==> config.mk <==
export PLATFORM = sky130hd
export DESIGN_NAME = rr_tenure_arbiter
export DESIGN_NICKNAME = d
export VERILOG_FILES = /design/src/rtl/rr_tenure_arbiter.sv
export SDC_FILE = /design/constraint.sdc
export NUM_CORES = 1
export LEC_CHECK = 0
export BUFFER_PORTS_ARGS = -buffer_cell sky130_fd_sc_hd__buf_2
export CAP_MARGIN = 20
export CORE_MARGIN = 1.5
export CORE_UTILIZATION = 35
export DETAILED_ROUTE_END_ITERATION = 8
export SLEW_MARGIN = 20
export SYNTH_ARGS = -nofsm -noshare
export SYNTH_HDL_FRONTEND = slang
export SYNTH_SLANG_ARGS = --single-unit
==> constraint.sdc <==
create_clock -name clk -period 3.12 [get_ports clk]
set_input_delay 0.312 -clock clk [delete_from_list [all_inputs] [get_ports clk]]
set_output_delay 0.312 -clock clk [all_outputs]
set_load 0.02 [all_outputs]
==> src/rtl/rr_tenure_arbiter.sv <==
// Round-robin arbiter, registered one-hot grant, tenure capped at MAX_HOLD cycles, one idle gap between owners.
// Latency: request seen at edge k is granted from edge k; no backpressure, non-owner requests simply wait.
module rr_tenure_arbiter #(
   parameter int  N        = 3,
   parameter int  MAX_HOLD = 8,
   localparam int OW       = $clog2(N),
   localparam int CW       = $clog2(MAX_HOLD + 1)
) (
   input  logic          clk,
   input  logic          rst,
   input  logic [N-1:0]  r,
   output logic [N-1:0]  g,
   output logic          busy,
   output logic [OW-1:0] owner,
   output logic          expired
);

   typedef enum logic {IDLE, GRANT} state_t;

   state_t        state_q, state_d;
   logic [N-1:0]  g_q, g_d;
   logic [OW-1:0] owner_q, owner_d;
   logic [OW-1:0] ptr_q, ptr_d;
   logic [CW-1:0] cnt_q, cnt_d;
   logic          exp_q, exp_d;
   logic          win_vld;
   logic [OW-1:0] win_idx;
   logic [OW-1:0] owner_inc;

   // First set request at or above ptr, wrapping around to index 0.
   always_comb begin : search
      int            j;
      logic [OW-1:0] idx;
      win_vld = 1'b0;
      win_idx = '0;
      j       = 0;
      idx     = '0;
      for (int k = 0; k < N; k++) begin
         j = int'(ptr_q) + k;
         if (j >= N) j = j - N;
         idx = OW'(j);
         if (!win_vld && r[idx]) begin
            win_vld = 1'b1;
            win_idx = idx;
         end
      end
   end

   assign owner_inc = (owner_q == OW'(N - 1)) ? '0 : owner_q + OW'(1);

   always_comb begin
      state_d = state_q;
      g_d     = g_q;
      owner_d = owner_q;
      ptr_d   = ptr_q;
      cnt_d   = cnt_q;
      exp_d   = 1'b0;
      case (state_q)
         IDLE: begin
            g_d = '0;
            if (win_vld) begin
               state_d          = GRANT;
               g_d[win_idx]     = 1'b1;
               owner_d          = win_idx;
               cnt_d            = CW'(1);
            end
         end
         GRANT: begin
            // Release is tested first so it wins over a simultaneous expiry.
            if (!r[owner_q]) begin
               state_d = IDLE;
               g_d     = '0;
               ptr_d   = owner_inc;
               cnt_d   = '0;
            end else if (cnt_q == CW'(MAX_HOLD)) begin
               state_d = IDLE;
               g_d     = '0;
               ptr_d   = owner_inc;
               cnt_d   = '0;
               exp_d   = 1'b1;
            end else begin
               cnt_d = cnt_q + CW'(1);
            end
         end
         default: state_d = IDLE;
      endcase
   end

   always_ff @(posedge clk or posedge rst) begin
      if (rst) begin
         state_q <= IDLE;
         g_q     <= '0;
         owner_q <= '0;
         ptr_q   <= '0;
         cnt_q   <= '0;
         exp_q   <= 1'b0;
      end else begin
         state_q <= state_d;
         g_q     <= g_d;
         owner_q <= owner_d;
         ptr_q   <= ptr_d;
         cnt_q   <= cnt_d;
         exp_q   <= exp_d;
      end
   end

   assign g       = g_q;
   assign busy    = |g_q;
   assign owner   = owner_q;
   assign expired = exp_q;

endmodule

==> results.py <==
metrics = {
    "floorplan": {
        "rows": 17,
        "initial_core_util": 0.3725,
        "die_y_um": 51.76,
        "io-pin-count": 12,
        "fp.dieArea_mm2": 0.002679,
        "dieWidth_um": 51.76,
        "core_area_mm2": 0.002233,
    },
    "setup_path": {
        "cp_cell_sequence": "inv_1 > ha_1 > mux2_4 > a21o_1 > o31a_1 > o211ai_1 > o21ai_1",
        "cp.required_ps": 3270,
        "cp-end-kind": "flip-flop",
        "critical-path-max-stage-delay_ps": 430,
        "start_kind": "flip-flop",
        "worst-path-max-fanout": 5,
        "rr_worst_depth": 7,
        "critPathTopFamily": "compound AO/OA/AOI/OAI gates",
        "path_class": "flip-flop to flip-flop",
        "arrival_ps": 2220,
        "critical_path_depth": 7,
        "cpMaxStageDelayCell": "dfrtp_1",
        "cp_num_buf_inv": 1,
    },
    "cells_and_area": {
        "postLayoutCellArea_um2": 943.4,
        "nFillCells": 241,
        "drive_above_1_share": 0.1980,
        "syn_to_final_growth_pct": 13.38,
        "antenna_cells": 0,
        "fin_nets": 113,
    },
    "clocking": {
        "clock_sinks": 13,
        "clock_latency_ps": 270,
        "numCtsBuffers": 3,
        "cts_setup_buffers": 0,
        "cts-hold-fix-buffers": 0,
        "cts_tree": "yes",
        "cts-resized-gates": 0,
        "clk_path_buf_depth": 2,
        "clk_pin_slew_worst_paths_ps": 80,
        "htree_num_levels": 1,
        "cts-root-buf": "clkbuf_4",
    },
    "power": {
        "cellLeakagePower_uw": 0.0004568,
        "seqPwrFrac": 0.280,
        "combPwrFrac": 0.621,
        "ir_worst_vdd_mv": 0.5082,
        "p_switching_uw": 484.0,
        "switching_share": 0.4689,
        "power_density_mw_per_mm2": 1094,
        "p_int_uw": 548.3,
        "clkPwrFrac": 0.098,
    },
    "synth": {
        "seq_area_frac_synth": 0.3910,
        "ys_warn_count": 0,
        "yosysTopAreaCell": "dfrtp_1",
        "netlist_top_cells_count": "dfrtp_1, nand2_1, inv_1, ha_1, nor2_1",
        "yosys.cell_count.top_type": "dfrtp_1",
        "synth_edf_count": 0,
        "synthFlopType": "dfrtp_1",
        "async_reset_ff_frac": 1.000,
        "synthCells": 87,
        "yosys_register_bits": 13,
        "syn_area_per_cell_um2": 9.564,
        "synth_top_cell_area_share": 0.3910,
        "syn-cell-area_um2": 832.0,
        "synth.distinct_cells": 29,
        "synth_fp_nets": 98,
        "yosys-top-cells-area": "dfrtp_1, ha_1, a22o_1",
    },
    "global_route": {
        "grt_usage": 0.1474,
        "grt_pass1_wl_um": 2829,
        "grt_pass1_vias": 673,
        "grt-ovfl-total": 0,
        "grt_max_degree": 14,
        "grt_antenna_before_repair": 0,
    },
    "drt": {
        "postRouteWirelength_um": 1700,
        "vias_per_cell": 5.318,
        "first_pass_iters": 4,
        "routed-via-count": 686,
        "postRouteAntennaNets": 0,
        "wl_per_cell_um": 13.18,
        "drc_errors": 0,
        "drt_iter0_markers": 7,
    },
    "placed_design": {
        "port_buffers": 11,
        "detailed_place_hpwl_um": 1336,
        "place_area_um2": 917.1,
        "place_congestion": 0.7128,
    },
    "outcome": {
        "status": "completed",
    },
    "timing": {
        "period_share": 0.6635,
        "hold_viol_final": 0,
        "post-route-min-period_ps": 2070,
        "slew_viol_final": 0,
        "slew_headroom": 0.6513,
        "tns_ps": 0,
        "skew_ps": 2.237,
        "timing.fmax_mhz": 483.0,
        "setup_violations": 0,
        "tightest_slew_ps": 520.2,
        "rsz0062_at_grt": "false",
    },
    "worst_hold_path": {
        "min_path_type": "input port to asynchronous set/reset pin",
    },
    "job": {
        "maxCapViolCount": 0,
    },
}
[power by group through the flow]
stage	registers (uW)	logic, uW	clock network (uW)
4_1_cts	289	643	107
5_1_grt	299	709	114
3_5_place_dp	292	638	0
2_1_floorplan	310	481	0
6_report	289	641	102
3_3_place_gp	291	626	0
[flip-flops by register name, summed over array words and instances (netlist names)]
| signal | flops |
|---|---|
| ptr_q | 2 |
| g | 3 |
| cnt_q | 4 |
| state_q | 1 |
| expired | 1 |
| owner | 2 |
[kinds of logic (layout without fill, tap and decap cells)]
kind of cell             after synthesis  in the layout  share of synthesized area
adder cells (fa/ha/maj)                6              6                    0.09022
flip-flops                            13             13                     0.3910
AO/OA/AOI/OAI                         26             26                     0.2331
AND/OR/NAND/NOR                       29             29                     0.1895
buffers and inverters                  9             23                    0.04210
multiplexers                           4              4                    0.05413
[layout make-up]
type                    count  area, um^2  share of cell area
inverters                   8       30.03             0.03183
clock buffers               4       26.28             0.02785
multi-input cells          65       471.7              0.5000
flip-flops and latches     13       325.3              0.3448
repair buffers             11       55.05             0.05836
well taps                  28       35.03             0.03714
[placed cells by master (no fill, tap or decap), drive strengths merged]
cell    count
a21o        3
a22o        5
a31o        1
and3b       1
buf        11
clkbuf      4
dfrtp      13
ha          6
inv         8
mux2        1
mux2i       3
nand2       9
nand2b      1
nand3       1
nand3b      3
nor2        6
nor3        3
nor4        3
o211ai      2
o21a        2
o21ai       7
o221ai      1
o22ai       1
o31a        2
o31ai       2
or2         1
or3         1
[per-layer routing]
metal / vias to the layer above / global-route usage / wire (um)
met2: 7 / 0.2479 / 828
met3: 2 / 0.01724 / 30
met5: - / 0 / 0
met1: 327 / 0.1785 / 824
met4: 0 / 0.09211 / 17
li1: 350 / - / -
[through the flow]
| step | instances | setup slack, ps | total power (uW) | utilization | hold WS [ps] |
|---|---|---|---|---|---|
| 6_report | 129 | 1050 | 1032 | 0.4224 | 49.11 |
| 5_1_grt | 129 | 910.8 | 1122 | 0.4224 | 107.7 |
| 4_1_cts | 129 | 1036 | 1039 | 0.4224 | 54.05 |
| 3_5_place_dp | 125 | 1047 | 930.4 | 0.4106 | 359.9 |
| 3_3_place_gp | 125 | 1086 | 916.9 | 0.4106 | 365.0 |
| 2_1_floorplan | 87 | 1277 | 790.6 | - | 189.0 |
[worst paths after layout]
check                                       end                 start  slack [ps]
min                        cnt_q[2]$_DFFE_PP0P_                   rst          50
max                        owner[0]$_DFFE_PP0P_  ptr_q[1]$_DFFE_PP0P_        1050
min reg2reg                   expired$_DFF_PP0_  cnt_q[2]$_DFFE_PP0P_         520
min in group clk              expired$_DFF_PP0_  cnt_q[2]$_DFFE_PP0P_         520
max in group asynchronous      g[2]$_DFFE_PP0P_                   rst        2740
max reg2reg                owner[0]$_DFFE_PP0P_  ptr_q[1]$_DFFE_PP0P_        1050
(Power assumes the default switching activity.)
